File: src/rtl/spi_clk_pkg.sv
// Shared types and constants for the SPI serial clock generator.
//   state_t : controller state encoding (IDLE, RUN, TAIL)
//   one_fx  : fixed-point value 1.0 for a given number of fractional bits
package spi_clk_pkg;

  typedef enum logic [1:0] {
    IDLE = 2'd0,
    RUN  = 2'd1,
    TAIL = 2'd2
  } state_t;

  localparam int unsigned ONE_FX_W = 64;

  // 1.0 in unsigned fixed point with frac_bits fractional bits
  function automatic logic [ONE_FX_W-1:0] one_fx(input int unsigned frac_bits);
    return ONE_FX_W'(1) << frac_bits;
  endfunction

endpackage

File: src/rtl/spi_frac_accum.sv
// Fractional half-period accumulator for the SPI clock generator.
//   SOURCE_CLK : block clock
//   reset      : synchronous, active-high
//   load       : start of transfer; count<=1.0, target<=divisor, divisor latched
//   step       : advance count by 1.0; on match, advance target by latched divisor
//   divisor    : fixed-point half-period, captured on load
//   match      : combinational, integer parts of count and target are equal
module spi_frac_accum
  import spi_clk_pkg::*;
#(
  parameter int unsigned WIDTH     = 32,
  parameter int unsigned FRAC_BITS = 7
) (
  input  logic             SOURCE_CLK,
  input  logic             reset,
  input  logic             load,
  input  logic             step,
  input  logic [WIDTH-1:0] divisor,
  output logic             match
);

  localparam logic [WIDTH-1:0] ONE = WIDTH'(one_fx(FRAC_BITS));

  logic [WIDTH-1:0] count;
  logic [WIDTH-1:0] target;
  logic [WIDTH-1:0] div_q;

  // Both registers wrap modulo 2^WIDTH; equality stays valid because
  // target never leads count by more than one half-period.
  always_ff @(posedge SOURCE_CLK) begin
    if (reset) begin
      count  <= '0;
      target <= '0;
      div_q  <= '0;
    end else if (load) begin
      count  <= ONE;
      target <= divisor;
      div_q  <= divisor;
    end else if (step) begin
      count <= count + ONE;
      if (match) begin
        target <= target + div_q;
      end
    end
  end

  assign match = (count[WIDTH-1:FRAC_BITS] == target[WIDTH-1:FRAC_BITS]);

endmodule

File: src/rtl/spi_sclk_gen.sv
// Fractional-N SPI serial clock generator with edge count and handshake.
//   SOURCE_CLK, reset : clock, synchronous active-high reset
//   enable            : clock qualifier; low freezes state, pulses forced low
//   divisor, edges    : half-period (fixed point) and edge count, taken on start
//   cpol              : idle level; latched on start, tracked live while idle
//   start, abort      : request / synchronous stop (abort wins)
//   sclk              : serial clock
//   lead_edge/trail_edge : strobes when sclk leaves / returns to idle level
//   busy, done, start_err : status and one-cycle pulses
module spi_sclk_gen
  import spi_clk_pkg::*;
#(
  parameter int unsigned WIDTH     = 32,
  parameter int unsigned FRAC_BITS = 7,
  parameter int unsigned EDGE_W    = 7
) (
  input  logic              SOURCE_CLK,
  input  logic              reset,
  input  logic              enable,
  input  logic [WIDTH-1:0]  divisor,
  input  logic              cpol,
  input  logic [EDGE_W-1:0] edges,
  input  logic              start,
  input  logic              abort,
  output logic              sclk,
  output logic              lead_edge,
  output logic              trail_edge,
  output logic              busy,
  output logic              done,
  output logic              start_err
);

  state_t            state, state_n;
  logic [EDGE_W-1:0] remaining, remaining_n;
  logic              pol, pol_n;
  logic              sclk_n, lead_n, trail_n, busy_n, done_n, err_n;
  logic              load, step, match;
  logic              div_ok;

  assign div_ok = |divisor[WIDTH-1:FRAC_BITS];

  spi_frac_accum #(
    .WIDTH    (WIDTH),
    .FRAC_BITS(FRAC_BITS)
  ) u_accum (
    .SOURCE_CLK(SOURCE_CLK),
    .reset     (reset),
    .load      (load),
    .step      (step),
    .divisor   (divisor),
    .match     (match)
  );

  // State and output registers
  always_ff @(posedge SOURCE_CLK) begin
    if (reset) begin
      state      <= IDLE;
      remaining  <= '0;
      pol        <= 1'b0;
      sclk       <= 1'b0;
      lead_edge  <= 1'b0;
      trail_edge <= 1'b0;
      busy       <= 1'b0;
      done       <= 1'b0;
      start_err  <= 1'b0;
    end else begin
      state      <= state_n;
      remaining  <= remaining_n;
      pol        <= pol_n;
      sclk       <= sclk_n;
      lead_edge  <= lead_n;
      trail_edge <= trail_n;
      busy       <= busy_n;
      done       <= done_n;
      start_err  <= err_n;
    end
  end

  // Next-state and next-output logic; with enable low everything holds
  // and only the strobes drop.
  always_comb begin
    state_n     = state;
    remaining_n = remaining;
    pol_n       = pol;
    sclk_n      = sclk;
    lead_n      = 1'b0;
    trail_n     = 1'b0;
    done_n      = 1'b0;
    err_n       = 1'b0;
    load        = 1'b0;
    step        = 1'b0;

    if (enable) begin
      unique case (state)
        IDLE: begin
          sclk_n = cpol;
          if (start && !abort) begin
            if ((edges != '0) && div_ok) begin
              load        = 1'b1;
              pol_n       = cpol;
              remaining_n = edges;
              state_n     = RUN;
            end else begin
              err_n = 1'b1;
            end
          end
        end
        RUN: begin
          step = 1'b1;
          if (match) begin
            sclk_n      = ~sclk;
            remaining_n = remaining - EDGE_W'(1);
            // Leaving the latched idle level is a leading edge
            if (sclk == pol) lead_n = 1'b1;
            else             trail_n = 1'b1;
            if (remaining == EDGE_W'(1)) state_n = TAIL;
          end
        end
        TAIL: begin
          step = 1'b1;
          if (match) begin
            state_n = IDLE;
            done_n  = 1'b1;
            sclk_n  = cpol;
          end
        end
        default: state_n = IDLE;
      endcase

      if (abort) begin
        state_n = IDLE;
        sclk_n  = cpol;
        lead_n  = 1'b0;
        trail_n = 1'b0;
        done_n  = 1'b0;
        err_n   = 1'b0;
        load    = 1'b0;
      end
    end

    busy_n = (state_n != IDLE);
  end

endmodule

File: config.mk
export PLATFORM = sky130hd
export DESIGN_NAME = spi_sclk_gen
export DESIGN_NICKNAME = d
export VERILOG_FILES = /design/src/rtl/spi_clk_pkg.sv /design/src/rtl/spi_frac_accum.sv /design/src/rtl/spi_sclk_gen.sv
export SDC_FILE = /design/constraint.sdc
export NUM_CORES = 1
export LEC_CHECK = 0
export ABC_AREA = 1
export BUFFER_PORTS_ARGS = -buffer_cell sky130_fd_sc_hd__buf_2
export CAP_MARGIN = 40
export CORE_ASPECT_RATIO = 0.9
export CORE_UTILIZATION = 35
export CTS_CLUSTER_SIZE = 14
export DETAILED_ROUTE_END_ITERATION = 7
export GPL_TIMING_DRIVEN = 0
export HOLD_SLACK_MARGIN = 0.08
export MAX_ROUTING_LAYER = met4
export PLACE_DENSITY = 0.62
export SLEW_MARGIN = 20
export SYNTH_ARGS = -nofsm -noshare
export SYNTH_HDL_FRONTEND = slang
export SYNTH_SLANG_ARGS = --single-unit
File: constraint.sdc
create_clock -name SOURCE_CLK -period 2.5 [get_ports SOURCE_CLK]
set_input_delay 0.5 -clock SOURCE_CLK [delete_from_list [all_inputs] [get_ports SOURCE_CLK]]
set_output_delay 0.5 -clock SOURCE_CLK [all_outputs]
set_load 0.02 [all_outputs]
==> impl_metrics.tcl <==
set metrics [dict create \
    final_min_period_over_clock_period_pct 94.6 \
    via_count_of_the_first_global_routing_pass 6602 \
    placed_area_um2 7620 \
    outcome "complete, no violations" \
    hold_violations 0 \
    hold-worst-slack_ns 0.404 \
    netlist_area_um2 7070 \
    seq_area_frac_synth_pct 29.7 \
    ff2ff_path_depth 13 \
    clock_sink_count 105 \
    finalMaxSlewViolations 0 \
    syn_avg_cell_area_um2 6.33 \
    core_area_um2 19500 \
    achievable-frequency_mhz 423 \
    biggest_fanout_along_the_worst_timing_path 10 \
    gp_congestion 0.998 \
    timing.critical_path.to_type "register" \
    async_s_r_ff_share_synth_pct 0 \
    area_delta_synth_final_pct 12.4 \
    drtIter0Drc 576 \
    global_route.usage.total_pct 22.9 \
    fin_area_um2 7950 \
    hold_path_class "input pin to register" \
    finalWirelength_mm 22.2 \
    worst_ep_arrival_time_ns 2.65 \
    io_buffers 49 \
    crit_required_ns 2.79 \
    grt_first_pass_wirelength_mm 35.1 \
    start_util_pct 36.3 \
    cts_max_level 3 \
    globalRouteOverflowTotal 0 \
    drive_above_1_share_pct 10.5 \
    postSynth.topFlopCell "sky130_fd_sc_hd__dfxtp_1" \
    drt-vias-per-instance 5.09 \
    grt_start_max_net_pins 17 \
    insertion_delay_ns 0.36 \
    fp.dieH_um 137 \
    mostFrequentLayoutCells "339 x sky130_fd_sc_hd__nand2_1, 143 x sky130_fd_sc_hd__nor2_1, 106 x sky130_fd_sc_hd__a21oi_1, 104 x sky130_fd_sc_hd__dfxtp_1, 102 x sky130_fd_sc_hd__inv_1" \
    report.final.setup_viol 0 \
    cp_endpoint "u_accum.count[29]" \
    dieWidth_um 152 \
    critical_path.startpoint "divisor[7]" \
    tightestPinTransition_ns 0.805 \
    cell_row_count 48 \
    p_leak_nw 3.56 \
    nets 1262 \
    start_kind "input pin" \
    max-slew-margin-rel_pct 46.3 \
    synth_fp_nets 1201 \
    cts.root.buffer_cell "sky130_fd_sc_hd__clkbuf_16" \
    antenna-diode-count 0 \
    tritoncts "yes" \
    final.fill_count 2129 \
    ir_drop_mv 0.248 \
    number_of_standard_cells_after_synthesis 1117 \
    drt_drc_violations_left 0 \
    first_pass_detailed_route_iteration_total 5 \
    synth-edff-count 0 \
    rsz0062_at_grt "yes" \
    final_period_minus_worst_setup_slack_ns 2.36 \
    finClkSkew_ns 0.00848 \
    hold_buffers 0 \
    antenna_found_initial 0 \
    setup.reg_to_reg.worst_slack_ns 0.18 \
    post-route-worst-setup-slack_ns 0.136 \
    detail_route.wl_per_cell_um 15.5 \
    final_common_cell "sky130_fd_sc_hd__nand2_1" \
    distinct_cell_type_count_after_synthesis 40 \
    power_per_cell_area_nw_per_um2 465 \
    yosys_warnings 0 \
    max-clock-path-buffers 2 \
    final_antenna_net_count 0 \
    design.portCount 51 \
    count_of_vias_placed_by_the_detailed_router 7283 \
    fp.dieArea_um2 20800 \
    worst_r2r_dst "u_accum.count[29]" \
    detailedPlacementHpwl_mm 17.9 \
    tritoncts.num_buffers 9 \
    place_ws_ns -0.324 \
    clkTransAtPathRegs_ns 0.08 \
    crit-reg2reg-launch "state[1]" \
    timing_worst_setup_path_type "input pin to register" \
    drv_cap 0 \
    synth.ff_latch_count 105 \
]
[metrics by stage]
step / cells / utilization [%] / TNS (ns) / power (W)
floorplan: 1117 / - / 0 / 0.00211
global placement: 1416 / 39.2 / -14.98 / 0.00227
detailed placement: 1416 / 39.2 / -17.32 / 0.00228
CTS: 1431 / 40.7 / 0 / 0.00372
global route: 1432 / 40.8 / -0.00568 / 0.00385
finish: 1432 / 40.8 / 0 / 0.00369
[final cells by class]
class                   instances  area [um^2]  area share [%]
multi-input cells             871         4420            55.6
well taps                     250          313            3.94
plain buffers                  27          139            1.75
repair buffers                 50          253            3.18
flip-flops and latches        105         2100            26.5
inverters                     114          432            5.43
clock inverters                 5         56.3           0.709
clock buffers                  10          229            2.88
[cell usage after synthesis, types with 4 or more instances]
library cell | number | area [um^2]
sky130_fd_sc_hd__xor2_1 | 21 | 184
sky130_fd_sc_hd__nor4_1 | 5 | 31.3
sky130_fd_sc_hd__inv_1 | 103 | 387
sky130_fd_sc_hd__nor3_1 | 18 | 90.1
sky130_fd_sc_hd__inv_2 | 9 | 33.8
sky130_fd_sc_hd__nor2_1 | 145 | 544
sky130_fd_sc_hd__buf_2 | 11 | 55.1
sky130_fd_sc_hd__ha_1 | 38 | 475
sky130_fd_sc_hd__nor2_4 | 5 | 56.3
sky130_fd_sc_hd__o21ai_0 | 53 | 265
sky130_fd_sc_hd__dfxtp_1 | 105 | 2100
sky130_fd_sc_hd__nand2_1 | 343 | 1290
sky130_fd_sc_hd__clkbuf_1 | 11 | 41.3
sky130_fd_sc_hd__a21oi_1 | 106 | 531
sky130_fd_sc_hd__buf_4 | 4 | 30.0
sky130_fd_sc_hd__nand3_1 | 49 | 245
sky130_fd_sc_hd__o21ai_1 | 10 | 50.1
sky130_fd_sc_hd__nand4_1 | 19 | 119
sky130_fd_sc_hd__xnor2_1 | 22 | 193
sky130_fd_sc_hd__nand3b_1 | 7 | 52.6
[layer usage]
| layer | GRT usage [%] | vias to the layer above | wire (um) |
|---|---|---|---|
| li1 | - | 3715 | - |
| met1 | 32.3 | 3335 | 11000 |
| met2 | 33.9 | 214 | 9300 |
| met3 | 3.67 | 19 | 1640 |
| met4 | 5.56 | 0 | 308 |
| met5 | - | - | 0 |
[power by group]
| group | switching, W | internal [W] | total (W) |
|---|---|---|---|
| logic | 0.000321 | 0.000171 | 0.000493 |
| registers | 0.0000379 | 0.00172 | 0.00176 |
| clock network | 0.000672 | 0.000773 | 0.00145 |
[worst max-delay path: stages]
cell                      delay, ns
sky130_fd_sc_hd__buf_2         0.12
sky130_fd_sc_hd__nor2_2        0.26
sky130_fd_sc_hd__nand2_1       0.12
sky130_fd_sc_hd__nor2_2        0.23
sky130_fd_sc_hd__nand4_1       0.22
sky130_fd_sc_hd__nand2_1       0.19
sky130_fd_sc_hd__inv_1         0.08
sky130_fd_sc_hd__nand3_2       0.10
sky130_fd_sc_hd__buf_4         0.22
sky130_fd_sc_hd__nand2_2       0.20
sky130_fd_sc_hd__buf_2         0.27
sky130_fd_sc_hd__nor2_1        0.13
[cells by family after synthesis]
group                    count (synthesis)  share of synthesized area (%)
AO/OA/AOI/OAI                          177                           12.8
XOR/XNOR                                43                           5.33
AND/OR/NAND/NOR                        612                           37.1
adder cells (fa/ha/maj)                 39                           7.01
flip-flops                             105                           29.7
buffers and inverters                  141                           8.06
[how the worst min path moves through the flow]
| stage | from | end | depth (start not counted) |
|---|---|---|---|
| finish | cpol | pol | 3 |
| global route | cpol | pol | 3 |
| CTS | cpol | pol | 3 |
| detailed placement | u_accum.div_q[24] | u_accum.div_q[24] | 2 |
| global placement | u_accum.div_q[21] | u_accum.div_q[21] | 2 |
| floorplan | u_accum.target[0] | u_accum.target[0] | 2 |
[what timing repair did]
action / CTS / global route
setup endpoints to repair: 0 / 63
setup buffers: 0 / 1
gates resized for setup: 0 / 12
[flip-flops by register name (all words and copies together), names as in the netlist]
signal	cells
u_accum.div_q	32
trail_edge	1
sclk	1
u_accum.target	32
busy	1
lead_edge	1
start_err	1
state	2
u_accum.count	25
pol	1
done	1
remaining	7
Note: power is estimated with default switching activity, not from simulation.
